### config.mk
export PLATFORM = sky130hd
export DESIGN_NAME = div_unit
export DESIGN_NICKNAME = d
export VERILOG_FILES = /design/src/rtl/div_unit.sv
export SDC_FILE = /design/constraint.sdc
export NUM_CORES = 1
export LEC_CHECK = 0
export CORE_AREA = 2 2 206 208
export CTS_BUF_LIST = sky130_fd_sc_hd__clkbuf_2
export DETAILED_ROUTE_END_ITERATION = 8
export DIE_AREA = 0 0 208 210
export PLACE_DENSITY_LB_ADDON = 0.08
export REMOVE_ABC_BUFFERS = 1
export SYNTH_ARGS = -nofsm -noshare
export SYNTH_HDL_FRONTEND = slang
export SYNTH_SLANG_ARGS = --single-unit
### constraint.sdc
create_clock -name clk -period 6.7 [get_ports clk]
set_input_delay 0.67 -clock clk [delete_from_list [all_inputs] [get_ports clk]]
set_output_delay 0.67 -clock clk [all_outputs]
set_load 0.02 [all_outputs]
### src/rtl/div_unit.sv
// Radix-2 restoring divider for MIPS DIV/DIVU in the execute stage.
// Holds the pipeline through div_stall while iterating; honours E-stage flush.
module div_unit #(
    parameter int WIDTH = 32
) (
    input  logic             clk,
    input  logic             rst,
    input  logic             start,
    input  logic             signed_div,
    input  logic [WIDTH-1:0] dividend,
    input  logic [WIDTH-1:0] divisor,
    input  logic             flush,
    input  logic             stall_other,
    output logic             div_stall,
    output logic             result_valid,
    output logic [WIDTH-1:0] quotient,
    output logic [WIDTH-1:0] remainder
);

    localparam int CW = $clog2(WIDTH) + 1;

    typedef enum logic [1:0] {
        IDLE,
        BUSY,
        DONE
    } state_t;

    state_t           state, state_n;
    logic [CW-1:0]    cnt, cnt_n;
    logic [WIDTH-1:0] rem, rem_n;
    logic [WIDTH-1:0] quo, quo_n;
    logic [WIDTH-1:0] dvsr, dvsr_n;
    logic [WIDTH-1:0] quotient_n, remainder_n;
    logic             q_neg, q_neg_n;
    logic             r_neg, r_neg_n;

    logic             a_neg, b_neg;
    logic [WIDTH-1:0] a_mag, b_mag;
    logic [WIDTH:0]   rem_sh, diff;
    logic [WIDTH-1:0] step_rem, step_quo;

    assign a_neg = signed_div & dividend[WIDTH-1];
    assign b_neg = signed_div & divisor[WIDTH-1];
    assign a_mag = a_neg ? -dividend : dividend;
    assign b_mag = b_neg ? -divisor : divisor;

    // One restoring step: shift {rem, quo} and trial-subtract in WIDTH+1 bits.
    always_comb begin
        rem_sh = {rem, quo[WIDTH-1]};
        diff   = rem_sh - {1'b0, dvsr};
        if (!diff[WIDTH]) begin
            step_rem = diff[WIDTH-1:0];
            step_quo = {quo[WIDTH-2:0], 1'b1};
        end else begin
            step_rem = rem_sh[WIDTH-1:0];
            step_quo = {quo[WIDTH-2:0], 1'b0};
        end
    end

    always_comb begin
        state_n     = state;
        cnt_n       = cnt;
        rem_n       = rem;
        quo_n       = quo;
        dvsr_n      = dvsr;
        q_neg_n     = q_neg;
        r_neg_n     = r_neg;
        quotient_n  = quotient;
        remainder_n = remainder;
        if (flush) begin
            state_n = IDLE;
        end else begin
            unique case (state)
                IDLE: begin
                    if (start) begin
                        q_neg_n = a_neg ^ b_neg;
                        r_neg_n = a_neg;
                        if (divisor == '0) begin
                            state_n     = DONE;
                            quotient_n  = '1;
                            remainder_n = dividend;
                        end else begin
                            state_n = BUSY;
                            cnt_n   = CW'(WIDTH);
                            rem_n   = '0;
                            quo_n   = a_mag;
                            dvsr_n  = b_mag;
                        end
                    end
                end
                BUSY: begin
                    rem_n = step_rem;
                    quo_n = step_quo;
                    cnt_n = cnt - 1'b1;
                    if (cnt == CW'(1)) begin
                        state_n     = DONE;
                        quotient_n  = q_neg ? -step_quo : step_quo;
                        remainder_n = r_neg ? -step_rem : step_rem;
                    end
                end
                DONE: begin
                    if (!stall_other) state_n = IDLE;
                end
                default: state_n = IDLE;
            endcase
        end
    end

    assign div_stall = ~flush & ((state == IDLE & start) | (state == BUSY));

    always_ff @(posedge clk) begin
        if (rst) begin
            state        <= IDLE;
            cnt          <= '0;
            rem          <= '0;
            quo          <= '0;
            dvsr         <= '0;
            q_neg        <= 1'b0;
            r_neg        <= 1'b0;
            quotient     <= '0;
            remainder    <= '0;
            result_valid <= 1'b0;
        end else begin
            state        <= state_n;
            cnt          <= cnt_n;
            rem          <= rem_n;
            quo          <= quo_n;
            dvsr         <= dvsr_n;
            q_neg        <= q_neg_n;
            r_neg        <= r_neg_n;
            quotient     <= quotient_n;
            remainder    <= remainder_n;
            result_valid <= (state_n == DONE);
        end
    end

endmodule

==> results of run 1 <==
-- cell usage in the layout, fill, tap and decap left out, types with 38 or more instances in the layout --
cell type,n
a211oi_1,85
nand2_1,137
ha_1,38
xor2_1,70
clkdlybuf4s50_1,134
dfxtp_1,171
nor2_1,273
xnor2_1,62
a21oi_1,131
nor3_1,46
o21ai_0,71
inv_1,62
-- cells by family after synthesis --
| family | count (synthesis) | share of synthesized area (%) |
|---|---|---|
| and+or+nand+nor | 630 | 23.6 |
| DFF | 171 | 27.8 |
| AOI/OAI and AO/OA | 489 | 27.1 |
| buffers and inverters | 176 | 5.76 |
| xor gates and xnor gates | 132 | 9.40 |
| muxes | 27 | 2.24 |
| adders and majority gates | 39 | 4.03 |
-- routing by layer --
| layer | vias up | part of all wire, % | track usage [%] |
|---|---|---|---|
| met4 | 0 | 1.8 | 5.75 |
| met2 | 205 | 47 | 30.8 |
| met3 | 36 | 3.1 | 2.28 |
| met5 | - | 0 | 0 |
| met1 | 5474 | 48 | 25.0 |
| li1 | 6140 | - | - |
-- power by group through the flow --
stage | Sequential [mW] | Combinational [mW] | Clock, mW
2_1_floorplan | 1.10 | 0.390 | 0
3_3_place_gp | 1.10 | 0.598 | 0
3_5_place_dp | 1.10 | 0.597 | 0
4_1_cts | 1.09 | 0.599 | 0.723
5_1_grt | 1.09 | 0.665 | 0.755
6_report | 1.08 | 0.596 | 0.687
-- flip-flops by register name, indices dropped and copies added, names as in the netlist --
register      flops
cnt               6
dvsr             32
q_neg             1
quo              32
quotient         32
r_neg             1
rem              32
remainder        32
result_valid      1
state             2
-- critical path: cells and delay by family, from the launching register on --
family	cells	cell delay, ns
adder cells (fa/ha/maj)	2	0.70
flip-flops	1	0.52
buffers and inverters	3	0.36
multiplexers	1	0.34
AO/OA/AOI/OAI	8	2.09
AND/OR/NAND/NOR	7	1.34
-- stage by stage --
stage | util (%) | area (um2) | worst slack, ns | power, mW
final | 34.6 | 14400 | 1.30 | 2.37
after global routing | 34.6 | 14400 | 0.797 | 2.51
after detailed placement | 33.9 | 14100 | 1.32 | 1.70
after floorplan | - | 11800 | -2.06 | 1.49
after CTS | 34.6 | 14400 | 1.26 | 2.41
after global placement | 33.9 | 14100 | 1.47 | 1.70
-- worst max path at each step --
stage                     from       endpoint  slack [ns]  cells past startpoint
finish                 rem[22]  remainder[28]        1.30                     21
CTS                    rem[22]  remainder[28]        1.26                     21
global route           rem[22]  remainder[28]        0.80                     21
detailed placement     rem[22]  remainder[28]        1.32                     21
global placement       rem[21]  remainder[28]        1.47                     22
floorplan           divisor[0]  remainder[28]       -2.06                     13
-- layout make-up --
class                           count  area share (%)
Clock inverter                     12            1.37
Antenna cell                        1          0.0174
Timing Repair Buffer              158            10.6
Sequential cell                   171            23.8
Tap cell                          539            4.69
Inverter                           63            1.65
Multi-Input combinational cell   1317            57.1
Clock buffer                       20           0.697
==> flow_summary.toml, run 1 <==
[critical_path]
timing.rr.start = "rem[22]"
cp_data_arrival_time_ns = 6.22
slowest_stage = "dfxtp_1"
cp_max_fo = 14
critPathRequiredTime_ns = 7.52
reg2reg_slack_ns = 1.30
critical_path_class = "register to register"
worstPathCellList = "ha_1 > a21oi_2 > o21ai_2 > a2111oi_4 > o31ai_2 > o21a_2 > nor2_4 > inv_2 > a21oi_1 > ha_1 > inv_1 > nor2_1 > nand2_1 > nor4_1 > nand4_1 > a222oi_1 > buf_4 > nand3_1 > or2_1 > mux2_1 > a21oi_1"
timing.rr.end = "remainder[28]"
startpoint_type = "register"
endpoint_kind = "register"
reg2regPathDepth = 21
slowest_delay_ns = 0.52

[layout]
final-seq-area_um2 = 3420
multi_input_area_um2 = 8210
syn2layout_area_growth_pct = 16.8
layout.cells.non_filler = 2281
num-nets-final = 1837
drive_gt1_share_pct = 5.80
fillers = 4511

[job]
maxCapViolations = 0

[sta]
hold_slack_ns = 0.211
period_needed_ns = 5.40
fin_tns_setup_ns = 0
setup_viol = 0
rsz0062_at_grt = "no"
clock_skew_ns = 0.0483
slew_viol_final = 0
tightest_slew_ns = 1.06
finalHoldViolCount = 0
max-slew-margin-rel_pct = 29.5
fmax_ghz = 0.185
finalCritPeriodShare_pct = 80.5

[floorplan]
chipWidth_um = 208
num_rows = 75
die_area_um2 = 43700
start_util_pct = 29.7
ios = 136
die_h_um = 210
core_um2 = 41500

[synthesis]
yosys.area.top_type = "dfxtp_1"
synth_edf_count = 0
ys_warn_count = 0
synthDominantCellAreaShare_pct = 27.8
yosysMostFrequentCell = "nor2_1"
ys_seq_elements = 171
async_flop_share_pct = 0
syn_avg_cell_area_um2 = 7.39
syn_area_um2 = 12300
synthCells = 1664
ys_seq_area_share_pct = 27.8
synth.cells.most_frequent = "nor2_1, dfxtp_1, nand2_1, a21oi_1, a211oi_1"
ys_types = 93
synth_ff_type = "dfxtp_1"
yosys-top-cells-area = "dfxtp_1, nor2_1, a21oi_1"

[placement]
gp_congestion = 0.853
dp_hpwl_mm = 31.1
place_inst = 2248
io_buffer_count = 135

[power]
p_per_area_nw_per_um2 = 165
power_frac_clock_pct = 29.0
power_frac_seq_pct = 45.8
p_int_mw = 1.56
peakVddDrop_mv = 0.0966
p_comb_share_pct = 25.2
power_leakage_nw = 5.12
p_switching_uw = 804
switching_share_pct = 34.0

[global_route]
gr-total-overflow = 0
grt_pass1_wl_mm = 64.6
grt_pass1_vias = 11400
grt_max_degree = 86
antenna_found_initial = 1
grt_use_total_pct = 18.5

[clocking]
cts.htree.levels = 4
postCtsSetupBuffers = 0
clock_path_buffers = 2
clock_tree.root_cell = "clkbuf_2"
tritoncts = "done"
cts_resized = 0
clock-sinks = 171
cts_buffers = 17
path_clk_slew_ns = 0.26
cts_hold_buf = 0
clock_latency_ns = 0.87

[hold_path]
hold_start = "rst"
hold_depth = 2
min_path_type = "primary input to register"
hold_path_end = "dvsr[15]"

[drt]
post_drt_wl_per_cell_um = 17.6
dr.pass1.iters = 5
wirelength_mm = 40.2
dr_total_vias = 11900
drt_first_iter_violations = 834
drc = 0
avgViaCountPerCell = 5.20
antenna_left = 0

[outcome]
status = "finished, final reports clean"
No activity file was read; power rests on OpenSTA's default activity.
==> run 2, diff against run 1 <==
==> constraint.sdc (replaced) <==
create_clock -name clk -period 4.4 [get_ports clk]
set_input_delay 0.44 -clock clk [delete_from_list [all_inputs] [get_ports clk]]
set_output_delay 0.44 -clock clk [all_outputs]
set_load 0.02 [all_outputs]
==> run 2 against run 1 <==
Net effect:
- global-route usage up 0.65 points
- setup slack worse by 1.2 ns
- final cell count up 7.3%
- non-clock buffer count up 166
- first-iteration DRC count down 22%
- combinational power up 81%
- via count up 5.0%
- fmax up 25%
- highest routed layer unchanged
==> flow_summary.toml, run 2 (synthesized netlist as in run 1, its figures left out) <==
[floorplan]
ios = 136
num_rows = 75
start_util_pct = 29.7
die_h_um = 210
chipWidth_um = 208
core_um2 = 41500
die_area_um2 = 43700

[hold_path]
min_path_type = "primary input to register"
hold_path_end = "dvsr[1]"
hold_start = "divisor[1]"
hold_depth = 3

[sta]
fin_tns_setup_ns = 0
period_needed_ns = 4.30
clock_skew_ns = 0.0403
finalCritPeriodShare_pct = 97.8
slew_viol_final = 0
tightest_slew_ns = 0.753
rsz0062_at_grt = "yes"
fmax_ghz = 0.232
max-slew-margin-rel_pct = 49.7
fin_ws_ns = 0.0960
hold_slack_ns = 0.172
finalHoldViolCount = 0
setup_viol = 0

[clocking]
tritoncts = "done"
clock_latency_ns = 0.92
cts.htree.levels = 4
clock-sinks = 171
clock_tree.root_cell = "clkbuf_2"
path_clk_slew_ns = 0.29
cts_buffers = 17
clock_path_buffers = 2

[critical_path]
startpoint_type = "register"
cp_data_arrival_time_ns = 5.19
slowest_stage = "dfxtp_1"
reg2regPathDepth = 21
slowest_delay_ns = 0.41
timing.rr.start = "rem[26]"
reg2reg_slack_ns = 0.1
endpoint_kind = "register"
worstPathCellList = "ha_1 > nand2_1 > o21bai_1 > buf_4 > a2111oi_4 > o31ai_4 > o21a_2 > nor2_4 > mux2i_2 > ha_2 > inv_2 > nor2_1 > nand2_1 > nor4_2 > nand4_1 > a222oi_1 > buf_4 > nand3_2 > or2_4 > mux2_4 > a21oi_2"
cp_max_fo = 4
critical_path_class = "register to register"
timing.rr.end = "remainder[28]"
crit_buf_inv = 3
critPathRequiredTime_ns = 5.28
path_delay_family = "compound AO/OA/AOI/OAI gates"

[global_route]
antenna_found_initial = 1
grt_use_total_pct = 19.2
grt_pass1_wl_mm = 67.1
gr-total-overflow = 0
grt_max_degree = 119
grt_pass1_vias = 12000

[drt]
wirelength_mm = 42.1
post_drt_wl_per_cell_um = 17.2
avgViaCountPerCell = 5.09
antenna_left = 0
drt_first_iter_violations = 648
dr.pass1.iters = 5
drc = 0
dr_total_vias = 12500

[placement]
placed_cell_area_um2 = 15100
gp_congestion = 0.893
io_buffer_count = 135
dp_hpwl_mm = 32.3
place_inst = 2383
pre_cts_ws_ns = -0.210

[outcome]
status = "finished, final reports clean"

[layout]
multi_input_area_um2 = 8510
layout.cells.non_filler = 2448
mostFrequentLayoutCell = "nor2_1"
utilization_pct = 38.4
finalInstanceArea_um2 = 15900
final-seq-area_um2 = 3460
fillers = 4436
final_cell_mix = "nor2_1, buf_4, dfxtp_1"
num-nets-final = 2003
syn2layout_area_growth_pct = 29.5
drive_gt1_share_pct = 17.4

[job]
maxCapViolations = 0

[power]
power_mw = 3.57
power_leakage_nw = 5.94
p_per_area_nw_per_um2 = 224
peakVddDrop_mv = 0.118
run 2: cell count changes in the layout (fill, tap and decap cells not counted), moves of 4 or more:
cell / before / now
dfxtp_2: 0 / 23
buf_12: 0 / 5
bufinv_16: 5 / 1
a21oi_1: 131 / 127
inv_1: 62 / 56
ha_4: 0 / 12
inv_2: 1 / 7
ha_1: 38 / 24
dfxtp_1: 171 / 147
buf_4: 23 / 183
run 2: worst reg2reg max path, delay by kind of cell, from the launching register on:
kind | cells | cell delay [ns]
flip-flops | 1 | 0.41
multiplexers | 2 | 0.56
adder cells (fa/ha/maj) | 2 | 0.53
AND/OR/NAND/NOR | 8 | 1.06
buffers and inverters | 3 | 0.37
AO/OA/AOI/OAI | 6 | 1.35
run 2: worst max-delay path by stage:
stage,to,start,cells after the start
2_1_floorplan,remainder[28],divisor[0],13
3_3_place_gp,remainder[28],quo[31],23
3_5_place_dp,remainder[28],dvsr[23],23
4_1_cts,remainder[31],dvsr[11],23
5_1_grt,remainder[26],quo[31],23
6_report,remainder[28],rem[26],21
run 2: metal layers:
| metal | vias up | track usage (%) | part of all wire, % |
|---|---|---|---|
| li1 | 6458 | - | - |
| met1 | 5776 | 25.8 | 49 |
| met2 | 182 | 32.2 | 47 |
| met3 | 34 | 2.29 | 2.7 |
| met4 | 0 | 5.60 | 1.6 |
| met5 | - | 0 | 0 |
run 2: cell type report:
cell class / count / share of cell area [%]
Timing Repair Buffer: 324 / 17.8
Tap cell: 539 / 4.23
Multi-Input combinational cell: 1317 / 53.4
Clock inverter: 15 / 0.770
Inverter: 63 / 1.48
Sequential cell: 171 / 21.7
Clock buffer: 17 / 0.534
Antenna cell: 2 / 0.0314
run 2: repair_timing:
item,4_1_cts,5_1_grt
setup endpoints to repair,6,12
hold buffers,1,0
gates resized for setup,38,39
endpoints found under the hold margin,49,0
pin swaps,26,21
setup buffers,19,11
run 2: report_power, final:
| group | internal (mW) | switching (mW) |
|---|---|---|
| Sequential | 1.60 | 0.0467 |
| Clock | 0.206 | 0.634 |
| Combinational | 0.459 | 0.617 |
==> run 3, diff against run 2 <==
--- a/config.mk
+++ b/config.mk
@@ -5,6 +5,8 @@
 export SDC_FILE = /design/constraint.sdc
 export NUM_CORES = 1
 export LEC_CHECK = 0
+export CELL_PAD_IN_SITES_DETAIL_PLACEMENT = 0
+export CELL_PAD_IN_SITES_GLOBAL_PLACEMENT = 1
 export CORE_AREA = 2 2 206 208
 export CTS_BUF_LIST = sky130_fd_sc_hd__clkbuf_2
 export DETAILED_ROUTE_END_ITERATION = 8
==> run 3 against run 2 <==
Net effect:
- largest power group unchanged
- clock skew is 0.00086 ns higher
- flip-flop and latch count is the same
- global-route usage up 0.19 points
- critical endpoint is now remainder[24]
- cell area rose by 0.97%
- non-clock buffer count increased by 10
- final cell count rose by 0.37%
==> flow_summary.toml, run 3 (synthesized netlist as in run 1, its figures left out) <==
[power]
power_leakage_nw = 6.07
power_mw = 3.88
p_switching_mw = 1.31
power_frac_seq_pct = 42.6
p_per_area_nw_per_um2 = 241
peakVddDrop_mv = 0.140
power_frac_clock_pct = 29.7
switching_share_pct = 33.8
p_comb_share_pct = 27.7
p_int_mw = 2.57

[critical_path]
reg2regPathDepth = 22
critical_path_class = "register to register"
path_delay_family = "compound AO/OA/AOI/OAI gates"
slowest_delay_ns = 0.45
crit_top_cell = "inv_2"
crit_buf_inv = 4
startpoint_type = "register"
slowest_stage = "a2111oi_4"
reg2reg_slack_ns = 0.10
timing.rr.end = "remainder[24]"
timing.rr.start = "dvsr[19]"
critPathRequiredTime_ns = 5.19
cp_data_arrival_time_ns = 5.09
cp_max_fo = 3
endpoint_kind = "register"
worstPathCellList = "inv_2 > ha_4 > a21oi_4 > o21ai_4 > a2111oi_4 > o31ai_4 > o21a_2 > nor2_4 > mux2i_2 > ha_2 > inv_2 > nor2_2 > nand2_1 > nor4_2 > nand4_1 > a222oi_1 > buf_4 > nand3_2 > or2_4 > buf_6 > mux2i_1 > a21oi_1"

[drt]
drt_first_iter_violations = 610
post_drt_wl_per_cell_um = 17.1
avgViaCountPerCell = 5.07
wirelength_mm = 42.1
antenna_left = 0
drc = 0
dr.pass1.iters = 7
dr_total_vias = 12500

[clocking]
clock_latency_ns = 0.92
clock_path_buffers = 2
cts.htree.levels = 4
clock_tree.root_cell = "clkbuf_2"
path_clk_slew_ns = 0.27
clock-sinks = 171
tritoncts = "done"
cts_buffers = 17

[hold_path]
min_path_type = "primary input to register"
hold_start = "divisor[1]"
hold_path_end = "dvsr[1]"
hold_depth = 3

[placement]
pre_cts_ws_ns = -0.234
dp_hpwl_mm = 32.3
gp_congestion = 0.864
io_buffer_count = 135

[sta]
rsz0062_at_grt = "yes"
fmax_ghz = 0.233
setup_viol = 0
finalCritPeriodShare_pct = 97.7
fin_tns_setup_ns = 0
fin_ws_ns = 0.101
slew_viol_final = 0
period_needed_ns = 4.30
max-slew-margin-rel_pct = 44.7
clock_skew_ns = 0.0412
tightest_slew_ns = 0.824
finalHoldViolCount = 0

[global_route]
grt_max_degree = 81
grt_pass1_wl_mm = 67.5
grt_use_total_pct = 19.3
antenna_found_initial = 1
gr-total-overflow = 0
grt_pass1_vias = 12100

[floorplan]
ios = 136
start_util_pct = 29.7
core_um2 = 41500
die_area_um2 = 43700
chipWidth_um = 208
die_h_um = 210
num_rows = 75

[layout]
syn2layout_area_growth_pct = 30.7
mostFrequentLayoutCell = "nor2_1"
final_cell_mix = "nor2_1, buf_4, dfxtp_1"
num-nets-final = 2013
drive_gt1_share_pct = 17.3

[outcome]
status = "finished, final reports clean"

[job]
maxCapViolations = 0
[run 3: cell count changes in the layout (fill, tap and decap cells not counted), sizes merged]
cell      previous run  this run
buf                189       199
clkinv              11         3
bufinv               1         6
inv                 66        68
clkinvlp             0         1
diode                2         1
[run 3: worst min-delay path, delay by kind of cell]
family	cells	cell delay, ns
AOI/OAI and AO/OA	1	0.09
buffers and inverters	1	0.44
and+or+nand+nor	1	0.08
[run 3: layout make-up]
cell class / count / area, um2
inverters: 63 / 236
diodes: 1 / 2.50
flip-flops and latches: 171 / 3450
well taps: 539 / 674
repair buffers: 334 / 2950
clock buffers: 17 / 85.1
fillers: 4388 / 25400
multi-input cells: 1317 / 8430
clock inverters: 15 / 256
[run 3: repair_timing]
| item | in CTS | in global routing |
|---|---|---|
| gates cloned | 0 | 0 |
| endpoints found under the hold margin | 38 | 0 |
| pin swaps | 24 | 25 |
| hold buffers | 2 | 0 |
| gates resized for setup | 34 | 28 |
| setup buffers | 4 | 7 |
| endpoints found under the setup margin | 4 | 9 |
[run 3: worst max path at each step]
stage | from | end | slack, ns | depth (start not counted)
6_report | dvsr[19] | remainder[24] | 0.10 | 22
5_1_grt | dvsr[19] | remainder[28] | -0.15 | 21
4_1_cts | quo[31] | remainder[28] | -0.01 | 23
3_5_place_dp | dvsr[23] | remainder[24] | -0.23 | 24
3_3_place_gp | quo[31] | remainder[24] | -0.09 | 24
2_1_floorplan | divisor[0] | remainder[28] | -4.13 | 13
[run 3: metal layers]
metal	vias up	track usage, %	part of all wire (%)
li1	6490	-	-
met1	5730	26.1	49
met2	207	32.4	46
met3	30	2.47	3.2
met4	0	5.40	1.5
met5	-	0	0
[run 3: stage by stage]
stage                     std cells  hold WS, ns  util (%)  instance area, um2
after floorplan                1551        0.444         -               11800
after global placement         2412        0.475      37.1               15400
after detailed placement       2412        0.482      37.1               15400
after CTS                      2450       0.0341      38.4               15900
after global routing           2457        0.104      38.8               16100
final                          2457        0.172      38.8               16100
[run 3: power by group through the flow]
stage                     clock network [mW]  registers (mW)  logic, mW
after global placement                     0            1.68       1.03
after floorplan                            0            1.67      0.595
after CTS                               1.22            1.65       1.06
after global routing                    1.26            1.66       1.19
final                                   1.15            1.65       1.07
after detailed placement                   0            1.68       1.03
